File: src/rtl/naviss_pkg.sv
// Shared types and constants for the naviss time-to-digital converter.
// Holds the measurement FSM state type, result width, timeout code and
// UART frame length used by the top and the serial transmitter.
package naviss_pkg;

    typedef enum logic [1:0] {
        IDLE,
        COUNT,
        SEND
    } state_e;

    localparam int unsigned RESULT_W     = 8;
    localparam logic [7:0]  TIMEOUT_CODE = 8'hFF;
    localparam int unsigned FRAME_BITS   = 10;

endpackage

File: src/rtl/naviss_uart_tx.sv
// 8N1 UART transmitter.
// Ports:
//   clk    in   clock, rising edge
//   rst_n  in   synchronous active-low reset
//   load   in   one-cycle request to send data (ignored while busy)
//   data   in   byte to send, sampled on load
//   tx     out  serial line, idles high
//   busy   out  high while a frame is on the line
//   done   out  one-cycle pulse in the last cycle of the stop bit
module naviss_uart_tx
    import naviss_pkg::*;
#(
    parameter int unsigned CLKS_PER_BIT = 16
) (
    input  logic       clk,
    input  logic       rst_n,
    input  logic       load,
    input  logic [7:0] data,
    output logic       tx,
    output logic       busy,
    output logic       done
);

    localparam int unsigned CntW = (CLKS_PER_BIT > 1) ? $clog2(CLKS_PER_BIT) : 1;
    localparam logic [CntW-1:0] BaudLast = CntW'(CLKS_PER_BIT - 1);
    localparam logic [3:0]      BitLast  = 4'(FRAME_BITS - 1);

    logic [CntW-1:0]       baud_q;
    logic [3:0]            bit_q;
    logic [FRAME_BITS-1:0] frame_q;
    logic                  busy_q;
    logic                  bit_end;

    assign bit_end = busy_q && (baud_q == BaudLast);

    always_ff @(posedge clk) begin
        if (!rst_n) begin
            baud_q  <= '0;
            bit_q   <= '0;
            frame_q <= '1;
            busy_q  <= 1'b0;
        end else if (load && !busy_q) begin
            // Stop bit, data LSB first, start bit; frame_q[0] is always on the line.
            frame_q <= {1'b1, data, 1'b0};
            baud_q  <= '0;
            bit_q   <= '0;
            busy_q  <= 1'b1;
        end else if (bit_end) begin
            baud_q  <= '0;
            frame_q <= {1'b1, frame_q[FRAME_BITS-1:1]};
            if (bit_q == BitLast) begin
                busy_q <= 1'b0;
            end else begin
                bit_q <= bit_q + 4'd1;
            end
        end else if (busy_q) begin
            baud_q <= baud_q + 1'b1;
        end
    end

    assign tx   = busy_q ? frame_q[0] : 1'b1;
    assign busy = busy_q;
    assign done = bit_end && (bit_q == BitLast);

endmodule

File: src/rtl/naviss_top.sv
// Time-to-digital converter in an 8-in/8-out pin bundle.
// Counts clock cycles between rising edges on start and stop and sends the
// result as one 8N1 UART byte (0xFF on timeout).
// Ports:
//   io_in[0]  clk       io_in[1] rst (sync, active low)
//   io_in[2]  start     io_in[3] stop       io_in[7:4] unused
//   io_out[0] uart_tx   io_out[1] busy      io_out[2] ovf   io_out[7:3] 0
module naviss_top
    import naviss_pkg::*;
#(
    parameter int unsigned MAX_COUNT    = 100,
    parameter int unsigned CLKS_PER_BIT = 16
) (
    input  logic [7:0] io_in,
    output logic [7:0] io_out
);

    localparam logic [RESULT_W-1:0] CountLast = RESULT_W'(MAX_COUNT - 1);

    logic clk;
    logic rst_n;
    logic unused_sig;

    assign clk   = io_in[0];
    assign rst_n = io_in[1];

    logic [1:0] start_sync_q, stop_sync_q;
    logic       start_dly_q, stop_dly_q;
    logic       start_pulse, stop_pulse;

    state_e              state_q, state_d;
    logic [RESULT_W-1:0] count_q, count_d;
    logic [RESULT_W-1:0] result_q, result_d;
    logic                ovf_q, ovf_d;
    logic                load_q, load_d;

    logic uart_tx, uart_busy, uart_done;

    // Both inputs share the same synchroniser depth so pin-to-pulse latency cancels.
    always_ff @(posedge clk) begin
        if (!rst_n) begin
            start_sync_q <= '0;
            stop_sync_q  <= '0;
            start_dly_q  <= 1'b0;
            stop_dly_q   <= 1'b0;
        end else begin
            start_sync_q <= {start_sync_q[0], io_in[2]};
            stop_sync_q  <= {stop_sync_q[0], io_in[3]};
            start_dly_q  <= start_sync_q[1];
            stop_dly_q   <= stop_sync_q[1];
        end
    end

    assign start_pulse = start_sync_q[1] & ~start_dly_q;
    assign stop_pulse  = stop_sync_q[1] & ~stop_dly_q;

    always_ff @(posedge clk) begin
        if (!rst_n) begin
            state_q  <= IDLE;
            count_q  <= '0;
            result_q <= '0;
            ovf_q    <= 1'b0;
            load_q   <= 1'b0;
        end else begin
            state_q  <= state_d;
            count_q  <= count_d;
            result_q <= result_d;
            ovf_q    <= ovf_d;
            load_q   <= load_d;
        end
    end

    // load_q is set only on entry to SEND, giving a single load in its first cycle.
    always_comb begin
        state_d  = state_q;
        count_d  = count_q;
        result_d = result_q;
        ovf_d    = ovf_q;
        load_d   = 1'b0;
        unique case (state_q)
            IDLE: begin
                if (start_pulse && stop_pulse) begin
                    result_d = '0;
                    ovf_d    = 1'b0;
                    load_d   = 1'b1;
                    state_d  = SEND;
                end else if (start_pulse) begin
                    count_d = '0;
                    state_d = COUNT;
                end
            end
            COUNT: begin
                count_d = count_q + 8'd1;
                if (stop_pulse) begin
                    result_d = count_q + 8'd1;
                    ovf_d    = 1'b0;
                    load_d   = 1'b1;
                    state_d  = SEND;
                end else if (count_q == CountLast) begin
                    result_d = TIMEOUT_CODE;
                    ovf_d    = 1'b1;
                    load_d   = 1'b1;
                    state_d  = SEND;
                end
            end
            SEND: begin
                if (uart_done) begin
                    state_d = IDLE;
                end
            end
            default: state_d = IDLE;
        endcase
    end

    naviss_uart_tx #(
        .CLKS_PER_BIT(CLKS_PER_BIT)
    ) u_uart_tx (
        .clk  (clk),
        .rst_n(rst_n),
        .load (load_q),
        .data (result_q),
        .tx   (uart_tx),
        .busy (uart_busy),
        .done (uart_done)
    );

    assign unused_sig = ^{io_in[7:4], uart_busy};

    assign io_out = {5'b0, ovf_q, (state_q != IDLE), uart_tx};

endmodule

File: config.mk
export PLATFORM = sky130hd
export DESIGN_NAME = naviss_top
export DESIGN_NICKNAME = d
export VERILOG_FILES = /design/src/rtl/naviss_pkg.sv /design/src/rtl/naviss_uart_tx.sv /design/src/rtl/naviss_top.sv
export SDC_FILE = /design/constraint.sdc
export NUM_CORES = 1
export LEC_CHECK = 0
export BUFFER_PORTS_ARGS = -buffer_cell sky130_fd_sc_hd__buf_2
export CAP_MARGIN = 40
export CORE_ASPECT_RATIO = 1.2
export CORE_MARGIN = 2
export CORE_UTILIZATION = 55
export DETAILED_ROUTE_END_ITERATION = 12
export GPL_TIMING_DRIVEN = 0
export PLACE_DENSITY = 0.74
export SLEW_MARGIN = 10
export SYNTH_ARGS = -nofsm -noshare
export SYNTH_HDL_FRONTEND = slang
export SYNTH_SLANG_ARGS = --single-unit
File: constraint.sdc
create_clock -name io_in -period 4.81 [get_ports io_in]
set_input_delay 0.962 -clock io_in [delete_from_list [all_inputs] [get_ports io_in]]
set_output_delay 0.962 -clock io_in [all_outputs]
set_load 0.02 [all_outputs]
Word-level counts from Yosys, hierarchy flattened
Cells that the tools add are included.
- output and inout bits: 8
- input bits: 8
- word-level logic and storage cells: 77
- flip-flop bits (word level): 44
- bitwise gates (word level): 6
- multiplexer cells: 27
- equality and inequality tests: 11
- add/subtract/negate cells: 3
- reduce and logical (&&, ||, !) cells: 17
- operator list (operator ; number):
    $mux W8 ; 5
    $pmux W8 S2 ; 2
    $mux W9 ; 2
    $mux W1 ; 10
    $mux W2 ; 5
    $reduce_and A3 Y1 ; 3
    $add A4 B1 Y4 const B ; 2
    $add A8 B1 Y8 const B ; 1
    $eq A4 B4 Y1 const B ; 2
    $eq A8 B7 Y1 const B ; 1
    $reduce_bool A2 Y1 ; 4
    $ne A2 B2 Y1 const B ; 3
    $ne A3 B3 Y1 const B ; 2
    $pmux W2 S3 ; 1
    $logic_and A1 B1 Y1 ; 4
    $not A1 Y1 ; 4
    $pmux W1 S2 ; 2
    $reduce_and A2 Y1 ; 2
    $reduce_or A3 Y1 ; 1
    $and A1 B1 Y1 ; 2
    $eq A2 B1 Y1 const B ; 1
    $eq A2 B2 Y1 const B ; 1
    $logic_not A2 Y1 ; 1
    $ne A2 B1 Y1 const B ; 1
    other kinds (2) ; 2

Logic depth before layout (Yosys ltp)
- depth in word-level cells: 5
- depth in mapped cells: 6
- gate-level depth less buffers: 6

Modules after synthesis
Synthesis repeated with hierarchy kept, for this count alone.
- cells, all modules: 229
- area total of the unflattened synthesis: 2087.0 sq um
- modules (own cells, without submodules) (module ; cells each ; instances ; area each (sq um) ; seq. area each (sq um)):
    naviss_top ; 128 ; 1 ; 1153.6 ; 520.5
    naviss_uart_tx ; 101 ; 1 ; 933.4 ; 360.3

Least setup slack after synthesis
Ideal clock, no wire load.
- kind: reg2reg
- from: register count_q[0]
- to: register result_q[0]
- library setup time: 0.061 ns
- stages on the path, launching flop included: 6
- buffers on the path: 0
- data arrival time: 1.763 ns
- slack: 2.986 ns
- path through: dfxtp_1 > ha_1 > nand4b_2 > or4_4 > a211oi_4 > o221a_1
- word-level cells in the longest chain between the ends: 3
- elaborated cells on any way between the ends: 6
- those cells by class: 1 x add/sub; 2 x eq/ne; 2 x mux; 1 x reduce/logical
- RTL lines (what ; line ; RTL):
    from (decl) ; naviss_top.sv:32 ; logic [RESULT_W-1:0] count_q, count_d;
    from (signal assigned) ; naviss_top.sv:66 ; count_q <= count_d;
    $add A8 B1 Y8 / $eq A8 B7 Y1 (equally long branches) ; naviss_top.sv:95, naviss_top.sv:99 ;
    $mux W8 / $ne A3 B3 Y1 (equally long branches) ; - ;
    $pmux W8 S2 / $reduce_and A3 Y1 (equally long branches) ; - ;
    to (signal assigned) ; naviss_top.sv:67 ; result_q <= result_d;
    to (decl) ; naviss_top.sv:33 ; logic [RESULT_W-1:0] result_q, result_d;
Several ways; a longest one is shown, not always the timed one.
A chain may end at the register's enable or synchronous reset.

==> metrics.cfg <==
[outcome]
status = finished with violations
violations = negative hold slack

[drt]
finalWirelength_mm = 4.58
first_pass_iters = 5
route.detailed.wl_per_inst_microns = 14.6
drt-initial-drc-count = 94
vias = 1851
routed.top_layer = met4
wl_met2_mm = 2.17
wl_met3_microns = 385
viasPerCell = 5.89
wl_met1_mm = 1.75
drtAntennaViolNets = 0
drc = 0

[cells_and_area]
area_delta_synth_final_pct = 30.7
final_common_cell = dfxtp_1
seqCellArea_sq_um = 881
multi_input_area_sq_um = 1040
drive_gt1_share_pct = 20.0
layout.nets = 279
design_area_sq_um = 2630
mostFrequentLayoutCells = dfxtp_1 (44), clkbuf_8 (31), nand2_1 (27)
antenna_cells = 0
fillerInstances = 259

[synth]
synth_warnings = 0
yosysSeqAreaShare_pct = 43.8
syn-cell-area_sq_um = 2010
synth_edf_count = 0
synthFlopType = dfxtp_1
synthDistinctLibCells = 44
postSynthCellCount = 229
async_flop_share_pct = 0
synth_mux_area_share_pct = 0.497
ys_ff_latch = 44
synth_area_per_cell_sq_um = 8.79
synth-simple-area-share_pct = 25.4
synthAdderAreaFrac_pct = 2.49
synth-compound-area-share_pct = 19.3
synth_top_family_by_area = simple AND/OR/NAND/NOR gates
synth_xor_area_share_pct = 3.05

[floorplanning]
num_io_pins = 16
rows = 24
die_w_microns = 59.2
start_util_pct = 56.3
die_y_microns = 70.3
dieArea_sq_um = 4160
coreArea_sq_um = 3570

[timing]
slew_headroom_pct = 58.9
fin_setup_tns_ns = 0
hold_viol_final = 2
holdWs_ns = -0.173
tightest_slew_ns = 0.617
setup_violations = 0
finalWorstSetupSlack_ns = 1.44
skew_ns = 0.00947
rsz0062_at_grt = no
slew_viol_final = 0

[power_and_ir_drop]
combPwrFrac_pct = 0.4
switching_share_pct = 28.4
pwr-share-clk_pct = 75.8
p_int_mw = 1.22
p_seq_share_pct = 23.8
leakage_nw = 1.13
ir_drop_uv = 373
powerDensity_nw_per_um2 = 649
p_sw_mw = 0.485

[worst_setup_path]
reg2reg_slack_ns = 2.70
crit_fanout = 6
critPathLaunchType = clock port
endpoint_kind = flip-flop
worst_ep_arrival_time_ns = 3.56
crit_type = clock port to flip-flop
reg2reg_depth = 5
cp.required_ns = 5.00

[placed_design]
portBuffers = 3
hpwl_mm = 2.63
pre_cts_ws_ns = 1.57
gp_congestion = 0.815
dpl_cell_area_sq_um = 2090

[clock_tree]
cts_resized = 0
clkTransAtPathRegs_ns = 0.08
cts_hold_buf = 0
postCtsSetupBuffers = 0
clkLatencyLatePin_ns = 0.30
cts_tree = yes

[grt]
grt_usage_pct = 26.2
overflow = 0
grt_pass1_vias = 2140
antenna_found_initial = 0
grt_max_degree = 14
grt_pass1_wl_mm = 7.86

[min_path]
hold_path_class = clock port to flip-flop
hold_depth = 1

[flow_run]
drv_cap = 0

## metal layers
metal  vias up  track usage, %
li1        882               -
met1       825            21.8
met2       103            31.4
met3        41            21.9
met4         0            35.4
met5         -               0
## per-stage QoR
| step | utilization, % | std cells | hold slack, ns | total power, mW |
|---|---|---|---|---|
| 6_report | 73.6 | 314 | -0.173 | 1.71 |
| 5_1_grt | 73.6 | 314 | -0.187 | 1.83 |
| 4_1_cts | 73.6 | 314 | -0.178 | 1.75 |
| 3_5_place_dp | 58.5 | 275 | 0.127 | 0.647 |
| 3_3_place_gp | 58.5 | 275 | 0.127 | 0.647 |
| 2_1_floorplan | - | 233 | 0.127 | 0.647 |
## cell type report
type	instances	area share (%)
well taps	39	1.85
flip-flops and latches	44	33.5
plain buffers	17	3.47
repair buffers	3	0.571
clock buffers	33	16.5
clock inverters	6	3.99
multi-input cells	168	39.6
inverters	4	0.571
## power groups by stage
| stage | Clock (mW) | Sequential (mW) | Combinational, mW |
|---|---|---|---|
| floorplan | 0.221 | 0.419 | 0.00650 |
| global placement | 0.221 | 0.419 | 0.00650 |
| detailed placement | 0.221 | 0.419 | 0.00650 |
| CTS | 1.34 | 0.407 | 0.00650 |
| global route | 1.41 | 0.407 | 0.00703 |
| finish | 1.29 | 0.407 | 0.00664 |
## critical path: stages
cell,delay (ns)
clkbuf_1,0.08
clkbuf_8,0.14
clkbuf_8,0.14
and2_1,0.15
clkbuf_8,0.14
clkbuf_8,0.13
o32a_2,0.36
## synth_stat cells (all sizes together), types with 2 or more instances
cell	number	area [sq um]
dfxtp	44	881
nand2	27	101
nor2	19	71.3
o21ai	14	70.1
o21a	11	82.6
and2	9	56.3
clkbuf	9	33.8
and3	8	50.1
buf	8	57.6
nand3	8	40.0
nor3	7	35.0
a211oi	6	57.6
a21oi	6	30.0
o221a	6	67.6
ha	4	50.1
inv	4	15.0
nand2b	4	25.0
xor2	4	35.0
and4	3	27.5
xnor2	3	26.3
a21boi	2	15.0
nand3b	2	15.0
nand4	2	12.5
nand4b	2	23.8
nor2b	2	12.5
nor4	2	12.5
o32a	2	21.3
## final timing paths
check                  startpoint              end
setup / recovery         io_in[1]      result_q[5]
hold / removal           io_in[2]  start_sync_q[0]
setup reg to reg       count_q[0]      result_q[4]
hold reg to reg   start_sync_q[0]  start_sync_q[1]
## logic make-up after synthesis
| family | Yosys count |
|---|---|
| XOR/XNOR | 7 |
| AND/OR/NAND/NOR | 98 |
| AO/OA/AOI/OAI | 53 |
| flip-flops | 44 |
| other | 1 |
| buffers and inverters | 21 |
| adder cells (fa/ha/maj) | 4 |
| multiplexers | 1 |
## flip-flops by register name (all words and copies together) (netlist names)
name	flops
count_q	8
load_q	1
ovf_q	1
result_q	8
start_dly_q	1
start_sync_q	2
state_q	2
stop_dly_q	1
stop_sync_q	2
u_uart_tx.baud_q	4
u_uart_tx.bit_q	4
u_uart_tx.busy	1
u_uart_tx.frame_q	9
Power figures use the tool's default switching activity.
